$ cat src/rtl/assoc_layer_pkg.sv
// Shared GAM pipeline types used by the associative stage and its pair buffer.
package GAM_package;
    localparam int GAM_NUM_CLASSES = 16;
    localparam int GAM_CIW         = $clog2(GAM_NUM_CLASSES);
    localparam int ASSOC_WW        = 8;
    localparam logic [ASSOC_WW-1:0] ASSOC_WMAX = '1;

    typedef enum logic [2:0] {IDLE, LEARN, WRITE, DONE, QUERY} assoc_state_T;

    typedef logic [GAM_CIW-1:0] class_idx_T;

    typedef struct packed {
        class_idx_T key;
        class_idx_T resp;
    } assoc_pair_T;
endpackage

$ cat src/rtl/assoc_layer_pair_fifo.sv
// Synchronous FIFO of (key, response) pairs; full/empty decoded from an occupancy count.
module assoc_pair_fifo
    import GAM_package::*;
#(
    parameter int DEPTH = 8
) (
    input  logic        clk,
    input  logic        reset,
    input  logic        push,
    input  assoc_pair_T din,
    input  logic        pop,
    output assoc_pair_T dout,
    output logic        full,
    output logic        empty
);
    localparam int AW = $clog2(DEPTH);

    assoc_pair_T    mem [DEPTH];
    logic [AW-1:0]  wr_ptr;
    logic [AW-1:0]  rd_ptr;
    logic [AW:0]    count;
    logic           do_push;
    logic           do_pop;

    assign full    = (count == (AW+1)'(DEPTH));
    assign empty   = (count == '0);
    assign do_push = push && !full;
    assign do_pop  = pop && !empty;
    assign dout    = mem[rd_ptr];

    always_ff @(posedge clk) begin
        if (do_push) begin
            mem[wr_ptr] <= din;
        end
    end

    always_ff @(posedge clk) begin
        if (!reset) begin
            wr_ptr <= '0;
            rd_ptr <= '0;
            count  <= '0;
        end else begin
            if (do_push) wr_ptr <= wr_ptr + 1'b1;
            if (do_pop)  rd_ptr <= rd_ptr + 1'b1;
            case ({do_push, do_pop})
                2'b10:   count <= count + 1'b1;
                2'b01:   count <= count - 1'b1;
                default: count <= count;
            endcase
        end
    end
endmodule

$ cat src/rtl/assoc_layer.sv
// Associative stage: learns saturating class-to-class weights from buffered pairs
// and answers argmax recall queries while idle.
//
// state | meaning
// IDLE  | waiting for a learning start or a recall query
// LEARN | pop next pair and read its weight, or finish when the buffer is empty
// WRITE | write back the incremented (saturated) weight
// DONE  | one-cycle learning-done pulse
// QUERY | scan one response class per cycle tracking the strongest weight
module assoc_layer
    import GAM_package::*;
#(
    parameter int NUM_CLASSES = 16,
    parameter int WW          = 8,
    parameter int FIFO_DEPTH  = 8,
    localparam int CIW        = $clog2(NUM_CLASSES)
) (
    input  logic           clk,
    input  logic           reset,
    input  logic           pair_valid,
    output logic           pair_ready,
    input  logic [CIW-1:0] key_class,
    input  logic [CIW-1:0] resp_class,
    input  logic           assoc_learning_start,
    output logic           assoc_learning_done,
    input  logic           query_valid,
    output logic           query_ready,
    input  logic [CIW-1:0] query_key,
    output logic           result_valid,
    output logic [CIW-1:0] result_class,
    output logic [WW-1:0]  result_weight
);
    localparam logic [WW-1:0] WMAX     = {WW{1'b1}};
    localparam class_idx_T    LAST_IDX = class_idx_T'(NUM_CLASSES - 1);

    assoc_state_T   state;
    logic [WW-1:0]  weight [NUM_CLASSES][NUM_CLASSES];
    assoc_pair_T    pair_in;
    assoc_pair_T    fifo_head;
    assoc_pair_T    cur_pair;
    logic           fifo_full;
    logic           fifo_empty;
    logic           fifo_pop;
    logic [WW-1:0]  cur_w;
    logic [WW-1:0]  best_w;
    logic [WW-1:0]  scan_w;
    class_idx_T     query_key_q;
    class_idx_T     scan_idx;
    class_idx_T     best_idx;
    logic           scan_gt;

    assign pair_in.key  = class_idx_T'(key_class);
    assign pair_in.resp = class_idx_T'(resp_class);
    assign pair_ready   = !fifo_full;
    assign query_ready  = (state == IDLE);
    assign fifo_pop     = (state == LEARN) && !fifo_empty;
    assign scan_w       = weight[query_key_q][scan_idx];
    // strict compare keeps the lowest index on ties
    assign scan_gt      = (scan_w > best_w);

    assoc_pair_fifo #(.DEPTH(FIFO_DEPTH)) u_pair_fifo (
        .clk   (clk),
        .reset (reset),
        .push  (pair_valid),
        .din   (pair_in),
        .pop   (fifo_pop),
        .dout  (fifo_head),
        .full  (fifo_full),
        .empty (fifo_empty)
    );

    always_ff @(posedge clk) begin
        if (!reset) begin
            state               <= IDLE;
            assoc_learning_done <= 1'b0;
            result_valid        <= 1'b0;
            result_class        <= '0;
            result_weight       <= '0;
            query_key_q         <= '0;
            scan_idx            <= '0;
            best_idx            <= '0;
            best_w              <= '0;
            cur_pair            <= '0;
            cur_w               <= '0;
            for (int k = 0; k < NUM_CLASSES; k++) begin
                for (int r = 0; r < NUM_CLASSES; r++) begin
                    weight[k][r] <= '0;
                end
            end
        end else begin
            assoc_learning_done <= 1'b0;
            result_valid        <= 1'b0;
            case (state)
                IDLE: begin
                    if (assoc_learning_start) begin
                        state <= LEARN;
                    end else if (query_valid) begin
                        state       <= QUERY;
                        query_key_q <= class_idx_T'(query_key);
                        scan_idx    <= '0;
                        best_idx    <= '0;
                        best_w      <= '0;
                    end
                end
                LEARN: begin
                    if (!fifo_empty) begin
                        cur_pair <= fifo_head;
                        cur_w    <= weight[fifo_head.key][fifo_head.resp];
                        state    <= WRITE;
                    end else begin
                        assoc_learning_done <= 1'b1;
                        state               <= DONE;
                    end
                end
                WRITE: begin
                    // self-associations pass through the buffer but never touch the matrix
                    if ((cur_pair.key != cur_pair.resp) && (cur_w != WMAX)) begin
                        weight[cur_pair.key][cur_pair.resp] <= cur_w + 1'b1;
                    end
                    state <= LEARN;
                end
                DONE: begin
                    state <= IDLE;
                end
                QUERY: begin
                    if (scan_gt) begin
                        best_w   <= scan_w;
                        best_idx <= scan_idx;
                    end
                    if (scan_idx == LAST_IDX) begin
                        result_valid  <= 1'b1;
                        result_class  <= scan_gt ? scan_idx : best_idx;
                        result_weight <= scan_gt ? scan_w : best_w;
                        state         <= IDLE;
                    end else begin
                        scan_idx <= scan_idx + 1'b1;
                    end
                end
                default: state <= IDLE;
            endcase
        end
    end
endmodule

$ cat config.mk
export PLATFORM = sky130hd
export DESIGN_NAME = assoc_layer
export DESIGN_NICKNAME = d
export VERILOG_FILES = /design/src/rtl/assoc_layer_pkg.sv /design/src/rtl/assoc_layer_pair_fifo.sv /design/src/rtl/assoc_layer.sv
export SDC_FILE = /design/constraint.sdc
export NUM_CORES = 2
export LEC_CHECK = 0
export ABC_AREA = 1
export CAP_MARGIN = 0
export CORE_MARGIN = 5
export CORE_UTILIZATION = 45
export DETAILED_ROUTE_END_ITERATION = 7
export PLACE_DENSITY_LB_ADDON = 0.12
export SLEW_MARGIN = 20
export SYNTH_ARGS = -nofsm -noshare
export SYNTH_HDL_FRONTEND = slang
export SYNTH_SLANG_ARGS = --single-unit
$ cat constraint.sdc
create_clock -name clk -period 8.5 [get_ports clk]
set_clock_uncertainty 0.15 [all_clocks]
set_input_delay 1.7 -clock clk [delete_from_list [all_inputs] [get_ports clk]]
set_output_delay 1.7 -clock clk [all_outputs]
set_load 0.01 [all_outputs]
==> metrics.txt <==
status complete, no violations; grt ovf 0; Data arrival, critical path 7.03 ns; fin. max-slew vios 0; clk_lat worst skew 0.90 ns; dpl hpwl 274.9 mm; internal power 20.16 mW; initial antenna violation count 19; Seq pwr share 0.388; RSZ-0062 raised after global routing no; Final ANT Viol Nets 0; fin cells 16940; Net Switching 12.03 mW; final hold violations 0; largest net degree at the start of global routing 194; row count 187; DIE HEIGHT 519.8 microns; post-CTS setup buffers 0; Lkg Pwr 45.70 nW; Critical Path Fanout Max 92; drt drc 0; routed len/inst 28.33 microns; worst-path cell chain buf_4 -> inv_2 -> nand2_1 -> nand3_1 -> nand3_4 -> nand2_8 -> inv_8 -> buf_12 -> buf_4 -> nand2_1 -> nand3_1 -> nand3_1 -> nand3_1 -> nand3_1 -> nand3_1 -> nand3_1 -> nand3_1 -> nand2_1 -> nor2_1; Setup-failing EPs final 0; setup TNS 0 ns; DP Cell Count 16480; clk buf depth 3; DP Area 119000 sq um; Clock Root Buffer clkbuf_16; Setup CP Type reg -> reg; FF+latch count, synth 2182; Post-synth top flop edfxtp_1; CP Launch Type flop; EDFF count, synth 2112; hold crit path type reg -> reg; CP max stage cell inv_8; top post-synthesis cells by area edfxtp_1, nand3_1, nor2_1, nand2_1, o21ai_0; PostCTS Resize Cnt 0; Largest stage delay, worst path 0.72 ns; TritonCTS clock tree done; Logic pwr share 0.287; Yosys cell types 36; CORE AREA 259200 sq um; drt total wl 479.9 mm; CTS buffer count 240; Async S/R FF share, synth 0; 1st-pass router iterations 7; Max Cap Viol 0; synth cell count leaders nor2_1, nand3_1, nand2_1, edfxtp_1, o21ai_0; CP required 9.18 ns; full die area 270100 sq um; Max-slew headroom 0.2024; Tightest Pin Transition 1.195 ns; most used standard cell by instance count after synthesis nor2_1; share of layout cells above drive strength 1 0.04383; Fmax 0.1575 GHz; clk sinks 2182; H-Tree Depth 4; initial core utilization 0.4511; register area 64840 sq um; filler cell count 24310; post-synthesis instance area 116900 sq um; Crit path max-delay family simple AND/OR/NAND/NOR gates; global-route usage over all layers 0.3397; fin nets 13360; first-pass GRT wire length 693.4 mm; Worst-path clk slew 0.06 ns; Avg Vias per Cell 6.478; worst path buffer plus inverter count 5; Design Area, Final 126800 sq um; hold buffer count at CTS 0; width of the die 519.8 microns; vias in the first global route 102300; Clock Power Share 0.325; Synth warnings 0; GP Congestion 0.9167; area grow syn2layout 8.425%; crit path capture type flop; cells after synthesis 13970; multi-input logic area 47150 sq um; Final Cycle Share 0.7471; Final min period 6.351 ns; Max VDD drop 0.3336 mV; Seq/Total Area, Yosys 0.5544; # port buffers 32; Most common cell on crit path nand3_1; Synth area leader edfxtp_1; Ports 33; switching share of power 0.3738; Vias 109800; Syn Area/Cell 8.373 sq um; 1st-iter DRT viols 18420; Design Power 32.19 mW; Pwr Density 253.9 nW/um^2; Yosys top cell area share 0.5424
==> kinds of logic after synthesis <==
| kind of cell | Yosys count | synth area share |
|---|---|---|
| and+or+nand+nor | 8634 | 0.3064 |
| DFF | 2182 | 0.5544 |
| AOI/OAI and AO/OA | 1790 | 0.08726 |
| buffers and inverters | 1331 | 0.04933 |
| adders and majority gates | 16 | 0.001776 |
| xor gates and xnor gates | 11 | 0.0008239 |
| other | 1 | 0.00003207 |
==> stage by stage <==
stage / utilization / setup WS [ns] / hold WS [ns]
after CTS: 0.4887 / 2.615 / 0.3066
after detailed placement: 0.4590 / 2.638 / 0.2961
after global routing: 0.4889 / 2.072 / 0.3287
after floorplan: - / 4.729 / 0.2622
final: 0.4891 / 2.149 / 0.2976
after global placement: 0.4590 / 2.484 / 0.2786
==> registers in the layout (all words and copies together), names as in the netlist, named ones only <==
register and cells:
result_valid 1, cur_pair 8, u_pair_fifo.wr_ptr 3, result_weight 8
cur_w 8, state 3, u_pair_fifo.count 4, assoc_learning_done 1
best_idx 4, weight 2048, u_pair_fifo.mem 64, query_key_q 4
u_pair_fifo.rd_ptr 3, best_w 8, scan_idx 4, result_class 4
==> routing by layer <==
metal	up-vias	wire length [microns]	global-route usage
met3	1486	61530	0.08207
met1	52860	179500	0.4564
met4	18	28560	0.1772
met2	8419	210200	0.5120
li1	46970	-	-
met5	-	116	0
==> cell type report <==
class,instances,share of cell area
Clock inverter,151,0.01069
Sequential cell,2182,0.5114
Tap cell,3402,0.03357
Inverter,109,0.003671
Clock buffer,296,0.05010
Antenna cell,12,0.0002369
Timing Repair Buffer,212,0.01838
Multi-Input combinational cell,10580,0.3719
==> power by group through the flow <==
stage	clock network (mW)	registers (mW)	logic (mW)
finish	10.5	12.5	9.24
global route	11.0	12.5	9.62
CTS	10.5	12.5	8.82
detailed placement	0	12.7	8.80
global placement	0	12.7	8.73
floorplan	0	12.5	5.49
==> worst paths after layout <==
check,slack [ns],endpoint,startpoint,cells past startpoint
setup / recovery,2.15,cur_w[5],flop,19
hold / removal,0.30,flop,u_pair_fifo.rd_ptr[2],1
setup reg to reg,2.15,cur_w[5],flop,19
hold reg to reg,0.30,flop,u_pair_fifo.rd_ptr[2],1
==> cells in the final DEF, fill, tap and decap left out, types with 49 or more instances in the layout <==
cell and count:
dfxtp_1 64, conb_1 128, o21ai_0 1108, edfxtp_1 2112, clkinv_1 58, o221ai_1 123, o22ai_1 256, nor2_1 3242
nand2_1 2659, o211ai_1 173, nand3_1 2681, a21oi_1 108, inv_1 90, clkbuf_16 245, buf_12 49, buf_4 129
No activity file was read; power rests on OpenSTA's default activity.
